**src/rtl/sec_countdown.sv**
```systemverilog
// sec_countdown: 1 Hz edge synchroniser, loadable seconds countdown with done pulse and stall watchdog.
// Optional SEC_COUNTDOWN_BCD_EN adds a registered BCD copy of count on port bcd.
module sec_countdown #(
   parameter int CNT_W   = 8,
   parameter int TIMEOUT = 60000000,
   parameter int TO_W    = 26
) (
   input  logic             clk,
   input  logic             reset,
   input  logic             sq_in,
   input  logic             load,
   input  logic [CNT_W-1:0] load_val,
   input  logic             enable,
   output logic [CNT_W-1:0] count,
   output logic             busy,
   output logic             tick,
   output logic             done,
   output logic             stall
`ifdef SEC_COUNTDOWN_BCD_EN
   ,
   output logic [11:0]      bcd
`endif
);
   localparam logic IDLE = 1'b0;
   localparam logic RUN  = 1'b1;
   localparam logic [TO_W-1:0] TO_MAX = TO_W'(TIMEOUT);
   logic s1, s2, s3, rise, state;
   logic [TO_W-1:0] wd;
   assign rise = s2 & ~s3;
   assign busy = state == RUN;
   always_ff @(posedge clk or posedge reset) begin
      if (reset) begin
         {s3, s2, s1} <= 3'b000;
         tick  <= 1'b0;
         done  <= 1'b0;
         count <= '0;
         state <= IDLE;
      end else begin
         {s3, s2, s1} <= {s2, s1, sq_in};
         tick <= rise;
         done <= 1'b0;
         // a load wins over a coincident tick, which is simply dropped
         if (load) begin
            count <= load_val;
            state <= load_val != '0 ? RUN : IDLE;
            done  <= load_val == '0;
         end else if (state == RUN && tick && enable) begin
            count <= count - CNT_W'(1);
            if (count == CNT_W'(1)) begin
               state <= IDLE;
               done  <= 1'b1;
            end
         end
      end
   end
   always_ff @(posedge clk or posedge reset) begin
      if (reset) begin
         wd    <= '0;
         stall <= 1'b0;
      end else if (tick) begin
         wd    <= '0;
         stall <= 1'b0;
      end else begin
         wd    <= wd == TO_MAX ? wd : wd + TO_W'(1);
         stall <= stall | (wd == TO_MAX);
      end
   end
`ifdef SEC_COUNTDOWN_BCD_EN
   logic [7:0] cv;
   assign cv = 8'(count);
   always_ff @(posedge clk or posedge reset) begin
      if (reset) bcd <= 12'h000;
      else bcd <= {4'(cv / 8'd100), 4'((cv / 8'd10) % 8'd10), 4'(cv % 8'd10)};
   end
`endif
endmodule

```
**config.mk**
```make
export PLATFORM = sky130hd
export DESIGN_NAME = sec_countdown
export DESIGN_NICKNAME = d
export VERILOG_FILES = /design/src/rtl/sec_countdown.sv
export SDC_FILE = /design/constraint.sdc
export NUM_CORES = 1
export LEC_CHECK = 0
export BUFFER_PORTS_ARGS = -buffer_cell sky130_fd_sc_hd__buf_2
export CAP_MARGIN = 0
export CORE_MARGIN = 5
export CORE_UTILIZATION = 52
export DETAILED_ROUTE_END_ITERATION = 10
export PLACE_DENSITY = 0.75
export SETUP_SLACK_MARGIN = 0.15
export SLEW_MARGIN = 10
export SYNTH_ARGS = -nofsm -noshare
export SYNTH_HDL_FRONTEND = slang
export SYNTH_SLANG_ARGS = --single-unit
```
**constraint.sdc**
```tcl
create_clock -name clk -period 2 [get_ports clk]
set_input_delay 0.4 -clock clk [delete_from_list [all_inputs] [get_ports clk]]
set_output_delay 0.4 -clock clk [all_outputs]
set_load 0.01 [all_outputs]
```
==> impl_metrics.json <==
{
  "final_util": 0.669,
  "vdd_drop_max_v": 0.000518,
  "grt_pass1_wl_um": 8580,
  "syn_area_um2": 2140,
  "slew_violations": 0,
  "drt-total-wl_um": 4890,
  "yosysWarningCount": 0,
  "place_hpwl_um": 3150,
  "path_clk_slew_ns": 0.08,
  "final_cell_mix": "dfrtp_1 (36), buf_4 (30), buf_2 (24), a21oi_1 (20), nand2_1 (19)",
  "powerDensity_nw_per_um2": 683,
  "slowest_delay_ns": 0.58,
  "yosysSeqAreaShare": 0.480,
  "ys_seq_elements": 41,
  "grt_pass1_vias": 1906,
  "yosysTopAreaCellShare": 0.480,
  "cp.arrival_ns": 2.12,
  "drv_cap": 0,
  "critical_path_buf_inv_count": 2,
  "synth_area_leaders": "dfrtp_1 (48%), a21oi_1 (4.9%), o21ai_0 (4.2%)",
  "period_minus_slack_ns": 1.90,
  "drc": 0,
  "core_um2": 4000,
  "die_y_um": 74.1,
  "fillCellCount": 309,
  "avgSynthCellArea_um2": 9.53,
  "power_leakage_nw": 1.12,
  "cts-root-buf": "clkbuf_8",
  "tightest_slew_ns": 0.502,
  "clock_path_buffers": 2,
  "path_delay_family": "simple AND/OR/NAND/NOR gates",
  "numCtsBuffers": 5,
  "vias_per_cell": 5.82,
  "rows": 23,
  "grt-ovfl-total": 0,
  "layout_commonest_cell": "dfrtp_1",
  "grt_usage": 0.201,
  "grt_max_degree": 42,
  "critPathRequiredTime_ns": 2.22,
  "antenna_found_initial": 0,
  "max_freq_mhz": 526,
  "hold_violations": 0,
  "die_area_um2": 5490,
  "ios": 25,
  "nets": 296,
  "synthDistinctLibCells": 35,
  "numPortBuffers": 24,
  "clkSinkCount": 41,
  "drive_above_1_share": 0.311,
  "drt_iter0_markers": 174,
  "post_cts_hold_buffer_count": 0,
  "diodes": 0,
  "wl_per_cell_um": 14.8,
  "cts_tree": "built",
  "hold_class": "input pin to async pin",
  "worstSetupStartpointType": "flip-flop",
  "rsz0062_at_grt": "yes",
  "min_period_over_period": 0.951,
  "postSynthCellCount": 224,
  "synth_nets": 241,
  "critical_path_peak_fanout": 5,
  "crit_type": "flip-flop to flip-flop",
  "vias": 1919,
  "worst_setup_path_end_kind": "flip-flop",
  "clock_skew_ns": 0.00740,
  "yosys.area.top_type": "dfrtp_1",
  "insertion_delay_ns": 0.30,
  "area_growth_pct": 25.3,
  "setup_viol": 0,
  "outcome": "complete, no violations",
  "relSlewSlack": 0.665,
  "gp_congestion": 0.816,
  "htree_levels": 2,
  "slowest_stage": "or4_4",
  "die_w_um": 74.1,
  "ant_nets": 0,
  "start_util": 0.534,
  "crit_path_cell_trace": "buf_4, nand3_4, or4_4, buf_6, or3_1, a21oi_1",
  "final.setup.tns_ns": 0,
  "dr.pass1.iters": 4
}
[path summary, 6_finish.rpt]
kind / depth (start not counted) / to / slack [ns] / start
hold / removal: 3 / s1 / 0.21 / reset
setup reg to reg: 6 / wd[15] / 0.1 / wd[0]
min in group clk: 1 / s1 / 0.21 / sq_in
hold reg to reg: 0 / s2 / 0.35 / s1
max in group asynchronous: 3 / wd[5] / 1.41 / reset
setup / recovery: 6 / wd[15] / 0.1 / wd[0]
[sequential cells by signal (all words and copies together) (netlist names)]
signal	flops
s3	1
busy	1
tick	1
s2	1
s1	1
wd	26
count	8
stall	1
done	1
[routing by layer]
layer,vias up,GRT usage,routed length (um)
met2,62,0.340,2410
met1,903,0.252,2100
li1,944,-,-
met5,-,0,0
met4,0,0.0684,100
met3,10,0.0514,281
[worst reg2reg max path, stage by stage (launching register included)]
cell and delay [ns]:
dfrtp_1 0.39, buf_4 0.15, nand3_4 0.09, or4_4 0.58, buf_6 0.15, or3_1 0.34
a21oi_1 0.12
[synthesized netlist by cell type]
| library cell | instances |
|---|---|
| dfrtp_1 | 41 |
| a21oi_1 | 21 |
| nand2_1 | 19 |
| o21ai_0 | 18 |
| nor2_1 | 11 |
| inv_1 | 9 |
| nand3_1 | 9 |
| nor3_1 | 9 |
| or4_1 | 9 |
| nand4_1 | 8 |
| o31ai_1 | 8 |
| xnor2_1 | 8 |
| clkbuf_1 | 6 |
| xor2_1 | 6 |
| or3_1 | 5 |
| and4_1 | 4 |
| ha_1 | 4 |
| or3_2 | 4 |
| and3_1 | 3 |
| nor4_1 | 3 |
| buf_2 | 2 |
| buf_6 | 2 |
| nor2b_1 | 2 |
| nor4b_1 | 2 |
| a22o_1 | 1 |
| a41oi_1 | 1 |
| nand2b_1 | 1 |
| nand3_2 | 1 |
| nand3b_1 | 1 |
| nand4_4 | 1 |
| nor3b_1 | 1 |
| o211ai_1 | 1 |
| or4_2 | 1 |
| or4_4 | 1 |
| or4bb_1 | 1 |
[area by class of cell]
type,count,area (um2),area share
Sequential cell,41,1030,0.386
Clock inverter,3,17.5,0.00655
Multi-Input combinational cell,166,1090,0.409
Timing Repair Buffer,56,368,0.137
Tap cell,50,62.6,0.0234
Inverter,9,33.8,0.0126
Clock buffer,5,68.8,0.0257
[where the power goes]
part | switching [W] | internal, W | leakage [nW]
Combinational | 0.000157 | 0.000181 | 0.545
Clock | 0.000288 | 0.000241 | 0.0439
Sequential | 0.0000782 | 0.000882 | 0.533
[per-stage QoR]
stage | power (W) | area (um2) | hold slack (ns) | cells | setup WS [ns]
floorplan | 0.00111 | 2160 | 0.331 | 224 | 0.00994
global placement | 0.00120 | 2360 | 0.337 | 298 | 0.0572
detailed placement | 0.00121 | 2360 | 0.335 | 298 | 0.00543
CTS | 0.00176 | 2570 | 0.203 | 320 | 0.121
global route | 0.00193 | 2680 | 0.200 | 330 | 0.0427
finish | 0.00183 | 2680 | 0.210 | 330 | 0.0983
[kinds of logic (layout without fill, tap and decap cells)]
logic type	Yosys count	in the layout	synth area share
and+or+nand+nor	96	98	0.266
AOI/OAI and AO/OA	50	50	0.131
DFF	41	41	0.480
buffers and inverters	19	73	0.0416
xor gates and xnor gates	14	14	0.0574
adders and majority gates	4	4	0.0234
[what timing repair did]
| action | 4_1_cts | 5_1_grt |
|---|---|---|
| pin swaps | 13 | 10 |
| gates cloned | 2 | 0 |
| gates resized for setup | 8 | 7 |
| endpoints found under the setup margin | 13 | 15 |
| buffers inserted | 12 | 10 |
Power figures use the tool's default switching activity.
